<file path="config.mk">
export PLATFORM = sky130hd
export DESIGN_NAME = xtal_rtc_timebase
export DESIGN_NICKNAME = d
export VERILOG_FILES = /design/src/rtl/xtal_rtc_timebase.sv
export SDC_FILE = /design/constraint.sdc
export NUM_CORES = 1
export LEC_CHECK = 0
export ABC_AREA = 1
export CORE_ASPECT_RATIO = 0.75
export CORE_MARGIN = 4
export CORE_UTILIZATION = 55
export DETAILED_ROUTE_END_ITERATION = 6
export PLACE_DENSITY = 0.95
export SYNTH_ARGS = -nofsm -noshare
export SYNTH_HDL_FRONTEND = slang
export SYNTH_SLANG_ARGS = --single-unit
</file>
<file path="constraint.sdc">
create_clock -name clk -period 3 [get_ports clk]
set_clock_uncertainty 0.05 [all_clocks]
set_input_delay 0.75 -clock clk [delete_from_list [all_inputs] [get_ports clk]]
set_output_delay 0.75 -clock clk [all_outputs]
set_load 0.005 [all_outputs]
</file>
<file path="src/rtl/xtal_rtc_timebase.sv">
// rtl/xtal_rtc_timebase.sv - crystal start-up qualifier, 1 Hz prescaler, 32-bit seconds counter and alarm
module xtal_rtc_timebase #(
  parameter int XTAL_FREQ      = 32768,
  parameter int PRESCALE_W     = 15,
  parameter int STARTUP_CYCLES = 4096,
  parameter int STARTUP_W      = 13
) (
  input  logic        clk,
  input  logic        rst_n,
  output logic        xtal_ok,
  output logic        tick_1hz,
  output logic [31:0] sec_count,
  input  logic        sec_load,
  input  logic [31:0] sec_load_val,
  input  logic        alarm_en,
  input  logic [31:0] alarm_val,
  output logic        alarm,
  input  logic        alarm_clr
);

  localparam logic [PRESCALE_W-1:0] PRESC_TC     = PRESCALE_W'(XTAL_FREQ - 1);
  localparam logic [STARTUP_W-1:0]  STARTUP_LAST = STARTUP_W'(STARTUP_CYCLES - 1);

  logic [STARTUP_W-1:0]  r_startup_cnt;
  logic                  r_xtal_ok;
  logic [PRESCALE_W-1:0] r_presc;
  logic                  r_tick;
  logic [31:0]           r_sec_count;
  logic                  r_alarm;

  logic                  w_wrap;
  logic                  w_tick_inc;
  logic [31:0]           w_sec_inc;
  logic                  w_alarm_set;

  // A load on the wrap edge swallows that tick, so neither the count nor the alarm sees it.
  always_comb begin
    w_wrap      = r_xtal_ok && (r_presc == PRESC_TC);
    w_tick_inc  = w_wrap && !sec_load;
    w_sec_inc   = r_sec_count + 32'd1;
    w_alarm_set = w_tick_inc && alarm_en && (w_sec_inc == alarm_val);
  end

  always_ff @(posedge clk or negedge rst_n) begin
    if (!rst_n) begin
      r_startup_cnt <= '0;
      r_xtal_ok     <= 1'b0;
    end else if (!r_xtal_ok) begin
      r_startup_cnt <= r_startup_cnt + 1'b1;
      r_xtal_ok     <= (r_startup_cnt == STARTUP_LAST);
    end
  end

  always_ff @(posedge clk or negedge rst_n) begin
    if (!rst_n) begin
      r_presc <= '0;
    end else if (sec_load || !r_xtal_ok || w_wrap) begin
      r_presc <= '0;
    end else begin
      r_presc <= r_presc + 1'b1;
    end
  end

  always_ff @(posedge clk or negedge rst_n) begin
    if (!rst_n) begin
      r_tick      <= 1'b0;
      r_sec_count <= '0;
    end else begin
      r_tick <= w_tick_inc;
      if (sec_load) begin
        r_sec_count <= sec_load_val;
      end else if (w_tick_inc) begin
        r_sec_count <= w_sec_inc;
      end
    end
  end

  // Set beats clear when both land on the same edge.
  always_ff @(posedge clk or negedge rst_n) begin
    if (!rst_n) begin
      r_alarm <= 1'b0;
    end else if (w_alarm_set) begin
      r_alarm <= 1'b1;
    end else if (alarm_clr) begin
      r_alarm <= 1'b0;
    end
  end

  assign xtal_ok   = r_xtal_ok;
  assign tick_1hz  = r_tick;
  assign sec_count = r_sec_count;
  assign alarm     = r_alarm;

endmodule

</file>
==> results.py <==
metrics = {
    "run_status": {
        "status": "finished, final reports clean",
    },
    "global_routing": {
        "grt_pass1_vias": 4951,
        "grt_max_degree": 39,
        "grt_pass1_wl_um": 23400,
        "antenna_found_initial": 0,
        "gr-total-overflow": 0,
        "grtUsageTotal_pct": 30.4,
    },
    "placed_design": {
        "io_buffers": 103,
        "routabilityCongestion": 1.02,
        "placed_cells": 882,
        "dpl.hpwl_um": 11500,
        "place_area_um2": 5680,
    },
    "worst_setup_path": {
        "critical_path.startpoint": "sec_count[0]$_DFFE_PN0P_",
        "crit_path_end": "alarm$_DFFE_PN0P_",
        "worstSetupEndpointType": "register",
        "cp_num_buf_inv": 0,
        "cp_max_fo": 7,
        "cp_slowest_cell": "dfrtp_1",
        "crit_chain": "ha_1 > nand2_2 > nor2_8 > nand2_4 > nor2_4 > nand3_1 > nand3_1 > nand2_1 > nor2_1 > nand2_1 > nor2_1 > nand3_1 > nand2_1",
        "reg2reg_from": "sec_count[0]$_DFFE_PN0P_",
        "critPathMaxStageDelay_ns": 0.46,
        "critPathLaunchType": "register",
        "worstSetupPathDepth": 13,
        "critPathKind": "reg -> reg",
        "critical_path_arrival_ns": 2.57,
        "rr_worst_depth": 13,
        "r2r-end": "alarm$_DFFE_PN0P_",
        "crit_family": "simple AND/OR/NAND/NOR gates",
        "r2r_slack_ns": 0.68,
        "crit_required_ns": 3.25,
    },
    "clock_network": {
        "path_clk_slew_ns": 0.08,
        "cts_max_path_buffers": 2,
        "cts-resized-gates": 0,
        "postCtsSetupRepairBufs": 0,
        "cts_hold_buf": 0,
        "clk_latency_ns": 0.36,
        "clock-root-buffer": "clkbuf_8",
        "cts_tree": "built",
        "cts.sinks": 63,
        "cts-buffers-inserted": 9,
        "htree_levels": 3,
    },
    "job": {
        "maxCapViolCount": 0,
    },
    "synthesis": {
        "yosysTopAreaCellShare_pct": 34.9,
        "mappedNetlistArea_um2": 4520,
        "ys_warn_count": 0,
        "synth_cell_types": 29,
        "syn_nets": 751,
        "yosys-top-cells-area": "dfrtp_1 (35%), nand2_1 (20%), nand3_1 (9.3%), inv_1 (7.6%), nor2_1 (6.6%)",
        "synth_most_common_cell": "nand2_1",
        "synth_top_area_cell": "dfrtp_1",
        "ys_seq_area_share_pct": 34.9,
        "synth_edf_count": 0,
        "syn_inst": 679,
        "async_flop_share_pct": 100,
        "synth-seq-cells": 63,
        "avgSynthCellArea_um2": 6.66,
        "synth_flop_cell": "dfrtp_1",
        "synth_commonest_cells": "nand2_1 (235), inv_1 (91), nand3_1 (84), nor2_1 (80), dfrtp_1 (63)",
    },
    "power_and_ir_drop": {
        "ir_drop_mv": 0.349,
        "p_leak_nw": 2.81,
        "powerDensity_nw_per_um2": 390,
    },
    "finish": {
        "ff_latch_area_um2": 1580,
        "multi_input_area_um2": 2560,
        "fillCellCount": 615,
        "drive_above_1_share_pct": 5.04,
        "stdcell_count": 898,
        "insertedDiodeCount": 0,
        "nets": 860,
        "syn2layout_area_growth_pct": 30.8,
        "final_cell_area_um2": 5910,
    },
    "floorplanning": {
        "rows": 28,
        "die_area_um2": 9750,
        "ios": 104,
        "fp.dieH_um": 86.5,
        "start_util_pct": 56.9,
        "design.core.area_um2": 7950,
        "fp.dieW_um": 113,
    },
    "timing": {
        "fmax_ghz": 0.431,
        "final_max_slew_viol_count": 0,
        "setup_viol": 0,
        "grt_setup_unrepaired": "false",
        "hold_violations": 0,
        "setup_tns_ns": 0,
        "fin_crit_ns": 2.32,
        "post-route-period-util_pct": 77.3,
        "tightest_slew_ns": 0.670,
        "max-slew-margin-rel_pct": 55.3,
    },
    "worst_hold_path": {
        "hp-class": "in -> async",
    },
    "drt": {
        "via_per_inst": 5.62,
        "drc_errors": 0,
        "drtIter0Drc": 453,
        "dr_total_vias": 5051,
        "drt-pass1-iter-count": 5,
        "wl_per_cell_um": 16.3,
        "wl_um": 14600,
        "final_antenna_net_count": 0,
    },
}
## state kept, by name, summed over array words and instances (netlist names)
signal,flops
r_presc,15
r_startup_cnt,13
sec_count,32
alarm,1
xtal_ok,1
tick_1hz,1
## metal layers
metal  global-route usage [%]  wire length, µm  up-vias
li1                         -                -     2405
met1                     40.9             6170     2329
met2                     48.9             6690      293
met3                     8.23             1610       24
met4                     7.97              160        0
met5                        0                0        -
## cell families after synthesis
group	Yosys count	share of synthesized area (%)
simple gates	442	43.3
fa+ha+maj	3	0.830
compound gates	49	7.80
flops	63	34.9
xor+xnor	21	4.67
buf+inv	101	8.58
## area by class of cell
type	count	share of cell area [%]
Clock buffer	10	2.33
Clock inverter	6	1.57
Inverter	91	5.78
Multi-Input combinational cell	515	43.3
Sequential cell	63	26.7
Tap cell	105	2.22
Timing Repair Buffer	108	18.2
## report_power, final
| group | internal [mW] | switching (mW) | total [mW] |
|---|---|---|---|
| Clock | 0.494 | 0.381 | 0.875 |
| Sequential | 0.887 | 0.0670 | 0.954 |
| Combinational | 0.241 | 0.238 | 0.478 |
| Total | 1.62 | 0.685 | 2.31 |
## cell usage in the layout, fill, tap and decap left out, drive strengths merged
| master | instances |
|---|---|
| a211oi | 2 |
| o21ai | 9 |
| buf | 6 |
| bufinv | 2 |
| ha | 3 |
| o221ai | 16 |
| nand4 | 9 |
| clkbuf | 10 |
| xor2 | 10 |
| inv | 92 |
| o211ai | 16 |
| dfrtp | 63 |
| nand3 | 87 |
| xnor3 | 2 |
| clkinv | 1 |
| nand2 | 240 |
| nor2 | 90 |
| a21oi | 5 |
| clkinvlp | 2 |
| nand3b | 8 |
| nor3 | 7 |
| and2 | 1 |
| clkdlybuf4s50 | 102 |
| a21boi | 1 |
| xnor2 | 9 |
## how the worst min path moves through the flow
stage | start | slack [ns] | endpoint
finish | rst_n | 0.37 | r_startup_cnt[10]$_DFFE_PN0N_
global route | rst_n | 0.39 | sec_count[27]$_DFFE_PN0P_
CTS | rst_n | 0.37 | r_startup_cnt[9]$_DFFE_PN0N_
detailed placement | r_presc[0]$_DFF_PN0_ | 0.41 | r_presc[0]$_DFF_PN0_
global placement | r_presc[0]$_DFF_PN0_ | 0.40 | r_presc[0]$_DFF_PN0_
floorplan | r_presc[0]$_DFF_PN0_ | 0.38 | r_presc[0]$_DFF_PN0_
## metrics by stage
stage	power [mW]	hold WS (ns)	setup WS, ns	util, %
6_report	2.31	0.371	0.680	74.4
5_1_grt	2.40	0.390	0.527	74.4
4_1_cts	2.31	0.372	0.723	74.4
3_5_place_dp	1.44	0.414	0.598	71.5
3_3_place_gp	1.42	0.402	0.651	71.5
2_1_floorplan	1.17	0.383	1.19	-
(Power assumes the default switching activity.)
